--- src/rtl/fifo_pkg.sv ---
// rtl/fifo_pkg.sv - shared constants, error-flag type and percentage helper for fifo_sync
package fifo_pkg;

  localparam int PERC_SCALE = 100;
  localparam int PERC_WIDTH = 7;

  typedef struct packed {
    logic overflow;
    logic underflow;
  } err_flags_t;

  // Truncating occupancy percentage; depth is a power of two so the divide is a shift.
  function automatic logic [PERC_WIDTH-1:0] f_perc(input logic [31:0] usedw, input int addr_bits);
    logic [31:0] scaled;
    scaled = (usedw * 32'(PERC_SCALE)) >> addr_bits;
    return scaled[PERC_WIDTH-1:0];
  endfunction

endpackage

--- src/rtl/fifo_sync_ram.sv ---
// rtl/fifo_sync_ram.sv - single write port storage array with registered or asynchronous read
module fifo_sync_ram #(
  parameter int DATA_WIDTH = 32,
  parameter int ADDR_BITS  = 4,
  parameter bit ASYNC_READ = 1'b0
) (
  input  logic                  clk_i,
  input  logic                  rst_i,
  input  logic                  wr_en_i,
  input  logic [ADDR_BITS-1:0]  wr_addr_i,
  input  logic [DATA_WIDTH-1:0] wr_data_i,
  input  logic                  rd_en_i,
  input  logic [ADDR_BITS-1:0]  rd_addr_i,
  output logic [DATA_WIDTH-1:0] rd_data_o
);

  logic [DATA_WIDTH-1:0] mem_q [2**ADDR_BITS];

  always_ff @(posedge clk_i) begin
    if (wr_en_i) mem_q[wr_addr_i] <= wr_data_i;
  end

  if (ASYNC_READ) begin : g_async
    logic unused_rd;
    assign unused_rd = rst_i | rd_en_i;
    assign rd_data_o = mem_q[rd_addr_i];
  end else begin : g_reg
    logic [DATA_WIDTH-1:0] rd_data_q;
    always_ff @(posedge clk_i) begin
      if (rst_i) begin
        rd_data_q <= '0;
      end else if (rd_en_i) begin
        rd_data_q <= mem_q[rd_addr_i];
      end
    end
    assign rd_data_o = rd_data_q;
  end

endmodule

--- src/rtl/fifo_sync.sv ---
// rtl/fifo_sync.sv - single-clock FIFO with FWFT option, threshold flags and sticky errors
// Define FIFO_SYNC_PEAK_EN to build the peak-occupancy monitor; otherwise peak_usedw_o is 0.
module fifo_sync
  import fifo_pkg::*;
#(
  parameter int DATA_WIDTH    = 32,
  parameter int ADDR_BITS     = 4,
  parameter int FWFT          = 0,
  parameter int AFULL_THRESH  = 2**ADDR_BITS-2,
  parameter int AEMPTY_THRESH = 2
) (
  input  logic                  clk_i,
  input  logic                  rst_i,
  input  logic                  en_i,
  input  logic                  wr_req_i,
  input  logic                  rd_req_i,
  input  logic                  clr_err_i,
  input  logic [DATA_WIDTH-1:0] data_in_i,
  output logic [DATA_WIDTH-1:0] data_out_o,
  output logic                  data_valid_o,
  output logic                  full_o,
  output logic                  empty_o,
  output logic                  almost_full_o,
  output logic                  almost_empty_o,
  output logic [ADDR_BITS:0]    usedw_o,
  output logic [PERC_WIDTH-1:0] perc_full_o,
  output logic                  overflow_o,
  output logic                  underflow_o,
  output logic [ADDR_BITS:0]    peak_usedw_o
);

  localparam int FIFO_DEPTH = 2**ADDR_BITS;
  localparam logic [ADDR_BITS:0] DEPTH_W  = (ADDR_BITS+1)'(FIFO_DEPTH);
  localparam logic [ADDR_BITS:0] AFULL_W  = (ADDR_BITS+1)'(AFULL_THRESH);
  localparam logic [ADDR_BITS:0] AEMPTY_W = (ADDR_BITS+1)'(AEMPTY_THRESH);

  if (AFULL_THRESH < 0 || AFULL_THRESH > FIFO_DEPTH) begin : g_bad_afull
    $error("fifo_sync: AFULL_THRESH outside 0..FIFO_DEPTH");
  end
  if (AEMPTY_THRESH < 0 || AEMPTY_THRESH > FIFO_DEPTH) begin : g_bad_aempty
    $error("fifo_sync: AEMPTY_THRESH outside 0..FIFO_DEPTH");
  end

  logic [ADDR_BITS-1:0]  wr_ptr_q, rd_ptr_q;
  logic [ADDR_BITS:0]    usedw_q, usedw_d;
  logic                  full_q, empty_q, afull_q, aempty_q, dv_q;
  logic [PERC_WIDTH-1:0] perc_q;
  err_flags_t            err_q, err_d;
  logic                  wr_acc, rd_acc;

  always_comb begin
    wr_acc          = en_i & wr_req_i & ~full_q;
    rd_acc          = en_i & rd_req_i & ~empty_q;
    usedw_d         = usedw_q + (ADDR_BITS+1)'(wr_acc) - (ADDR_BITS+1)'(rd_acc);
    // A new error in the same cycle as clr_err must survive the clear.
    err_d.overflow  = (err_q.overflow  & ~clr_err_i) | (wr_req_i & full_q);
    err_d.underflow = (err_q.underflow & ~clr_err_i) | (rd_req_i & empty_q);
  end

  always_ff @(posedge clk_i) begin
    if (rst_i) begin
      wr_ptr_q <= '0;
      rd_ptr_q <= '0;
      usedw_q  <= '0;
      full_q   <= 1'b0;
      empty_q  <= 1'b1;
      afull_q  <= 1'b0;
      aempty_q <= 1'b1;
      perc_q   <= '0;
      err_q    <= '0;
      dv_q     <= 1'b0;
    end else begin
      dv_q <= rd_acc;
      if (en_i) begin
        if (wr_acc) wr_ptr_q <= wr_ptr_q + ADDR_BITS'(1);
        if (rd_acc) rd_ptr_q <= rd_ptr_q + ADDR_BITS'(1);
        usedw_q  <= usedw_d;
        full_q   <= (usedw_d == DEPTH_W);
        empty_q  <= (usedw_d == '0);
        afull_q  <= (usedw_d >= AFULL_W);
        aempty_q <= (usedw_d <= AEMPTY_W);
        perc_q   <= f_perc(32'(usedw_d), ADDR_BITS);
        err_q    <= err_d;
      end
    end
  end

  fifo_sync_ram #(
    .DATA_WIDTH (DATA_WIDTH),
    .ADDR_BITS  (ADDR_BITS),
    .ASYNC_READ (FWFT != 0)
  ) u_ram (
    .clk_i     (clk_i),
    .rst_i     (rst_i),
    .wr_en_i   (wr_acc),
    .wr_addr_i (wr_ptr_q),
    .wr_data_i (data_in_i),
    .rd_en_i   (rd_acc),
    .rd_addr_i (rd_ptr_q),
    .rd_data_o (data_out_o)
  );

`ifdef FIFO_SYNC_PEAK_EN
  logic [ADDR_BITS:0] peak_q;
  always_ff @(posedge clk_i) begin
    if (rst_i) begin
      peak_q <= '0;
    end else if (en_i) begin
      if (clr_err_i || (usedw_d > peak_q)) peak_q <= usedw_d;
    end
  end
  assign peak_usedw_o = peak_q;
`else
  assign peak_usedw_o = '0;
`endif

  assign data_valid_o   = (FWFT != 0) ? ~empty_q : dv_q;
  assign full_o         = full_q;
  assign empty_o        = empty_q;
  assign almost_full_o  = afull_q;
  assign almost_empty_o = aempty_q;
  assign usedw_o        = usedw_q;
  assign perc_full_o    = perc_q;
  assign overflow_o     = err_q.overflow;
  assign underflow_o    = err_q.underflow;

endmodule

--- config.mk ---
export PLATFORM = sky130hd
export DESIGN_NAME = fifo_sync
export DESIGN_NICKNAME = d
export VERILOG_FILES = /design/src/rtl/fifo_pkg.sv /design/src/rtl/fifo_sync_ram.sv /design/src/rtl/fifo_sync.sv
export SDC_FILE = /design/constraint.sdc
export NUM_CORES = 1
export LEC_CHECK = 0
export ABC_AREA = 1
export CAP_MARGIN = 40
export CORE_ASPECT_RATIO = 0.6
export CORE_MARGIN = 2
export CORE_UTILIZATION = 50
export CTS_BUF_LIST = sky130_fd_sc_hd__clkbuf_8
export DETAILED_ROUTE_END_ITERATION = 6
export PLACE_DENSITY = 0.67
export SLEW_MARGIN = 15
export SYNTH_ARGS = -nofsm -noshare
export SYNTH_HDL_FRONTEND = slang
export SYNTH_SLANG_ARGS = --single-unit
--- constraint.sdc ---
create_clock -name clk_i -period 7.46 [get_ports clk_i]
set_input_delay 1.119 -clock clk_i [delete_from_list [all_inputs] [get_ports clk_i]]
set_output_delay 1.119 -clock clk_i [all_outputs]
set_load 0.005 [all_outputs]
==> results of run 1 <==
## cell usage after synthesis (2+ instances only)
master / number / area, um2
a21oi_1: 21 / 105
clkbuf_1: 22 / 82.6
edfxtp_1: 512 / 15400
xor2_1: 3 / 26.3
nor2_1: 95 / 357
o21ai_0: 20 / 100
dfxtp_1: 58 / 1160
buf_1: 16 / 60.1
buf_4: 18 / 135
buf_6: 22 / 248
ha_1: 30 / 375
inv_1: 320 / 1200
nand3_1: 361 / 1810
fa_1: 2 / 40.0
xnor2_1: 3 / 26.3
nand2_1: 835 / 3130
buf_8: 2 / 30.0
nand4_1: 2 / 12.5
buf_2: 49 / 245
## routing by layer
| layer | track usage | part of all wire | vias up |
|---|---|---|---|
| met5 | 0 | 0 | - |
| met4 | 0.0681 | 0.021 | 0 |
| met3 | 0.0377 | 0.075 | 118 |
| met2 | 0.370 | 0.45 | 669 |
| met1 | 0.340 | 0.45 | 7893 |
| li1 | - | - | 7948 |
## critical path: cells and delay by family
family | cells | cell delay, ps
xor+xnor | 1 | 540
fa+ha+maj | 6 | 1820
compound gates | 1 | 250
buf+inv | 7 | 1080
simple gates | 9 | 1030
## flip-flops by register name, summed over array words and instances (netlist names)
name             cells
u_ram.mem_q        512
u_ram.rd_data_o     32
perc_full_o          6
usedw_o              5
rd_ptr_q             4
wr_ptr_q             4
almost_empty_o       1
almost_full_o        1
data_valid_o         1
empty_o              1
full_o               1
overflow_o           1
underflow_o          1
## power by group
part | internal [uW] | switching [uW] | total [uW]
logic | 235 | 387 | 622
clock network | 1170 | 1220 | 2390
registers | 3530 | 28.3 | 3550
## cells by family (layout without fill, tap and decap cells)
| logic type | count (synthesis) | after routing |
|---|---|---|
| flops | 570 | 570 |
| simple gates | 1295 | 1295 |
| other cells | 1 | 6 |
| xor+xnor | 6 | 6 |
| compound gates | 43 | 43 |
| fa+ha+maj | 32 | 32 |
| buf+inv | 450 | 601 |
## layout by cell type (no fill, tap or decap), drive strengths merged
cell,n
nand2,835
edfxtp,512
nand3,361
inv,361
nor2,96
clkbuf,95
clkdlybuf4s50,87
dfxtp,58
buf,39
ha,30
a21oi,21
o21ai,20
clkinv,16
conb,5
xnor2,3
xor2,3
clkinvlp,3
nand4,2
fa,2
diode,1
o21a,1
or2,1
o221ai,1
## stage by stage
stage	cell area [um2]	hold WS [ps]
4_1_cts	27500	485
3_5_place_dp	26000	477
6_report	27600	485
3_3_place_gp	25800	461
2_1_floorplan	24600	466
5_1_grt	27600	537
## cell type report
cell class | instances | area share
Antenna cell | 1 | 0.0000907
Clock buffer | 95 | 0.0474
Clock inverter | 59 | 0.00976
Inverter | 321 | 0.0441
Multi-Input combinational cell | 1381 | 0.223
Sequential cell | 570 | 0.600
Tap cell | 640 | 0.0290
Timing Repair Buffer | 126 | 0.0464
## how the worst max path moves through the flow
stage                     start             end  slack, ps  depth (start not counted)
after floorplan            en_i  perc_full_o[6]       2800                         24
after detailed placement   en_i  perc_full_o[6]       1560                         24
after global placement     en_i  perc_full_o[6]       1600                         24
after global routing       en_i  perc_full_o[6]       1860                         24
after CTS                  en_i  perc_full_o[6]       2270                         24
final                      en_i  perc_full_o[6]       2170                         24
==> impl_metrics.env, run 1 <==
export IMPL_status="complete, no violations"
export IMPL_synth_warning_count=0
export IMPL_grt_ovfl_total=0
export IMPL_r2r_worst_path_cells=21
export IMPL_instances_no_fill=3193
export IMPL_cp_required_ps=8010
export IMPL_synth_compound_area_share=0.00902
export IMPL_power_leakage_uw=0.0115
export IMPL_post_route_drc_count=0
export IMPL_die_area_um2=51000
export IMPL_drt_pass1_iter_count=7
export IMPL_cts_path_max_buffers=3
export IMPL_synth_xor_area_share=0.00214
export IMPL_layout_filler_cells=4016
export IMPL_layout_nets=2555
export IMPL_tritoncts="built"
export IMPL_placedCellCount=3037
export IMPL_worstSetupEndpointType="flop"
export IMPL_floorplan_die_width_um=290
export IMPL_critical_path_max_fanout=25
export IMPL_antenna_found_initial=1
export IMPL_ant_nets=0
export IMPL_post_place_ws_ps=1560
export IMPL_syn_inst=2397
export IMPL_drt_wirelength_per_cell_um=18.7
export IMPL_synth_adder_area_share=0.0169
export IMPL_final_seq_area_um2=16500
export IMPL_cts_repair_resize_count=0
export IMPL_cts_root_buf="clkbuf_8"
export IMPL_fp_row_count=62
export IMPL_synth_avg_cell_area_um2=10.2
export IMPL_hold_path_startpoint="overflow_o"
export IMPL_worstReg2RegStart="full_o"
export IMPL_grt_usage=0.235
export IMPL_floorplan_io_pins=94
export IMPL_final_period_minus_worst_setup_slack_ps=5290
export IMPL_synth_top_family_by_area="simple AND/OR/NAND/NOR gates"
export IMPL_area_of_the_multi_input_gates_um2=6160
export IMPL_drtIter0Drc=1889
export IMPL_initial_utilization=0.510
export IMPL_max_clock_freq_mhz=189
export IMPL_finalHoldViolations=0
export IMPL_cts_repair_timing_setup_buffer_count=0
export IMPL_cp_slowest_stage_delay_ps=540
export IMPL_fin_crit_sh=0.709
export IMPL_drv_cap=0
export IMPL_startpoint_type="input port"
export IMPL_height_of_the_die_um=176
export IMPL_grt_max_degree=82
export IMPL_layout_cells_sized_above_1=0.0674
export IMPL_critPathArrivalTime_ps=5840
export IMPL_post_drt_via_cell_ratio=5.21
export IMPL_vias_in_the_first_global_route=16019
export IMPL_synth_async_sr_flop_share=0
export IMPL_buffer_ports_inserted=88
export IMPL_total_power_uw=6570
export IMPL_detail_route_wirelength_um=59600
export IMPL_timing_critical_path_slowest_stage_cell="xor2_1"
export IMPL_ys_seq_elements=570
export IMPL_tritoncts_buffers=85
export IMPL_timing_clock_skew_ps=18.0
export IMPL_design_core_area_um2=48200
export IMPL_fin_ws_ps=2170
export IMPL_yosysSeqAreaShare=0.673
export IMPL_finalSetupTns_ps=0
export IMPL_path_clk_slew_ps=60
export IMPL_type_of_the_worst_setup_path="input port to flop"
export IMPL_via_count=16628
export IMPL_total_number_of_h_tree_levels=3
export IMPL_finish_utilization=0.572
export IMPL_timing_max_transition_violations_final=0
export IMPL_synth_cell_type_count=25
export IMPL_finalWeightedCongestion=0.845
export IMPL_hold_end="overflow_o"
export IMPL_timing_slew_headroom=0.413
export IMPL_synth_edff_count=512
export IMPL_post_dp_hpwl_um=31100
export IMPL_synthSimpleGateAreaFrac=0.217
export IMPL_wire_length_of_the_first_global_routing_pass_um=92000
export IMPL_cts_num_sinks=570
export IMPL_timing_critical_path_cells="clkdlybuf4s50_1, buf_4, nand2_1, nor2_1, inv_1, nand2_1, nand2_1, ha_1, fa_1, nand3_1, nand2_1, xor2_1, ha_1, inv_1, ha_1, ha_1, ha_1, inv_1, o21ai_0, inv_1, nand3_1, nand3_1, nand2_1, inv_1"
export IMPL_worst_r2r_setup_slack_ps=3070
export IMPL_worstHoldPathCells=2
export IMPL_synth_top_flop_cell="edfxtp_1"
export IMPL_worstHoldPathType="flop to flop"
export IMPL_hold_buffers=0
export IMPL_setup_viol_count_final=0
export IMPL_area_growth_pct=12.3
export IMPL_synth_area_mux_share=0
export IMPL_crit_reg2reg_capture="perc_full_o[6]"
export IMPL_grt_setup_unrepaired="no"
export IMPL_timing_worst_slew_pin_value_ps=879
export IMPL_cellPowerDensity_nw_per_um2=238
export IMPL_vdd_ir_drop_worst_uv=171
export IMPL_syn_area_um2=24600
export IMPL_clkLatencyLatePin_ps=650
No activity file was read; power rests on OpenSTA's default activity.
==> run 2: changes to the inputs <==
PLACE_DENSITY = 0.7   (was 0.67)
clock period = 4.66 ns   (was 7.46 ns; I/O delays follow)
==> run 2 against run 1 <==
Cell count up 0.25%. Sequential share of layout area about the same. Wire length down 0.84%. Flip-flop and latch count unchanged. Worst hold slack better by 4.7 ps. Largest cell class unchanged. Largest power group unchanged.
==> impl_metrics.env, run 2 (synthesis results as in run 1) <==
export IMPL_most_common_cell_after_layout_fill_and_taps_aside="nand2_1"
export IMPL_cp_required_ps=5200
export IMPL_finalHoldViolations=0
export IMPL_layout_cells_sized_above_1=0.0719
export IMPL_detail_route_wirelength_um=59100
export IMPL_clock_power_share=0.357
export IMPL_max_clock_freq_mhz=251
export IMPL_largest_register_ff_count=512
export IMPL_total_number_of_h_tree_levels=3
export IMPL_sw_frac_of_total=0.246
export IMPL_cellPowerDensity_nw_per_um2=377
export IMPL_dpl_cell_area_um2=26100
export IMPL_floorplan_io_pins=94
export IMPL_status="complete, no violations"
export IMPL_floorplan_die_width_um=290
export IMPL_area_growth_pct=12.3
export IMPL_vias_in_the_first_global_route=16311
export IMPL_via_count=16790
export IMPL_setup_viol_count_final=0
export IMPL_cts_root_buf="clkbuf_8"
export IMPL_cts_num_sinks=570
export IMPL_grt_setup_unrepaired="no"
export IMPL_clkLatencyLatePin_ps=640
export IMPL_grt_ovfl_total=0
export IMPL_power_leakage_uw=0.0115
export IMPL_cts_path_max_buffers=3
export IMPL_layout_filler_cells=3971
export IMPL_drv_cap=0
export IMPL_drt_pass1_iter_count=5
export IMPL_drtIter0Drc=1893
export IMPL_seq_power_share=0.547
export IMPL_die_area_um2=51000
export IMPL_finalWeightedCongestion=0.833
export IMPL_grt_met3_usage=0.0406
export IMPL_timing_slew_headroom=0.329
export IMPL_antenna_found_initial=2
export IMPL_cts_repair_resize_count=0
export IMPL_fin_crit_sh=0.854
export IMPL_design_core_area_um2=48200
export IMPL_layout_cell_area_non_filler_um2=27600
export IMPL_ant_nets=0
export IMPL_internal_power_uw=7860
export IMPL_net_switching_power_uw=2560
export IMPL_buffer_ports_inserted=88
export IMPL_vdd_ir_drop_worst_uv=231
export IMPL_global_route_usage_met2=0.366
export IMPL_timing_clock_skew_ps=27.7
export IMPL_combinational_group_share_of_total_power=0.095
export IMPL_post_drt_via_cell_ratio=5.25
export IMPL_max_flop_register="u_ram.mem_q"
export IMPL_gr_usage_met1=0.337
export IMPL_post_dp_hpwl_um=33000
export IMPL_worstSetupEndpointType="flop"
export IMPL_grt_busiest_layer="met2"
export IMPL_startpoint_type="input port"
export IMPL_post_route_drc_count=0
export IMPL_final_cell_mix="835 x nand2_1, 512 x edfxtp_1, 361 x nand3_1"
export IMPL_worstHoldPathType="flop to flop"
export IMPL_wire_length_of_the_first_global_routing_pass_um=92000
export IMPL_grt_usage=0.234
export IMPL_hold_buffers=0
export IMPL_grt_max_degree=194
export IMPL_type_of_the_worst_setup_path="input port to flop"
export IMPL_initial_utilization=0.510
export IMPL_layout_nets=2564
export IMPL_critical_path_max_fanout=5
export IMPL_critPathArrivalTime_ps=4520
export IMPL_drt_wirelength_per_cell_um=18.5
export IMPL_tritoncts_buffers=81
export IMPL_tritoncts="built"
export IMPL_fp_row_count=62
export IMPL_timing_worst_slew_pin_value_ps=1010
export IMPL_finalSetupTns_ps=0
export IMPL_path_clk_slew_ps=60
export IMPL_timing_max_transition_violations_final=0
export IMPL_final_period_minus_worst_setup_slack_ps=3980
export IMPL_cts_repair_timing_setup_buffer_count=0
export IMPL_height_of_the_die_um=176
run 2: cell count changes in the layout (fill, tap and decap cells not counted):
cell	before	now
clkbuf_8	95	89
clkinv_1	11	21
buf_4	31	45
inv_1	353	339
buf_16	4	3
clkinv_2	5	11
inv_8	2	0
bufinv_16	0	1
run 2: worst max-delay path, cell delays in order:
cell and delay (ps):
clkdlybuf4s50_1 590, nand2_1 130, nor2_4 110, inv_1 70
nand2_1 70, nand2_1 60, ha_1 210, fa_1 440
nand3_1 90, nand2_1 60, xor2_1 160, ha_1 280
inv_1 40, ha_1 280, ha_1 290, ha_1 310
inv_1 40, o21ai_0 230, inv_1 70, nand3_1 80
nand3_1 80, nand2_1 70, inv_1 40
run 2: worst paths after layout:
path               endpoint  slack (ps)       start  depth (start not counted)
min              overflow_o         490  overflow_o                          2
max          perc_full_o[6]         680        en_i                         23
max reg2reg  perc_full_o[6]        1040      full_o                         21
min reg2reg      overflow_o         490  overflow_o                          2
run 2: per-layer routing:
layer / vias to the layer above / share of wire
met5: - / 0
met1: 8050 / 0.45
met3: 97 / 0.077
met4: 0 / 0.020
li1: 7968 / -
met2: 675 / 0.46
run 2: power groups by stage:
stage	combinational [uW]	clock, uW	sequential (uW)
detailed placement	986	0	5810
global route	1130	4020	5710
finish	994	3720	5700
floorplan	635	0	5790
global placement	949	0	5810
CTS	993	3800	5700
run 2: per-stage QoR:
stage               hold WS [ps]  total power (uW)  setup slack, ps   util  instances
floorplan                    466              6420              415      -       2401
global placement             461              6760              102  0.539       3046
detailed placement           487              6800              100  0.541       3051
CTS                          496             10500              761  0.573       3200
global route                 515             10900              519  0.573       3200
finish                       490             10400              682  0.573       3201
run 2: final cells by class:
class / count / area [um2] / area share
antenna: 1 / 2.50 / 0.0000907
clock buffer: 89 / 1220 / 0.0444
clock inverter: 60 / 292 / 0.0106
inverter: 321 / 1210 / 0.0440
multi-input combinational: 1381 / 6160 / 0.223
sequential: 570 / 16500 / 0.600
tap: 640 / 801 / 0.0290
timing repair buffer: 139 / 1360 / 0.0492
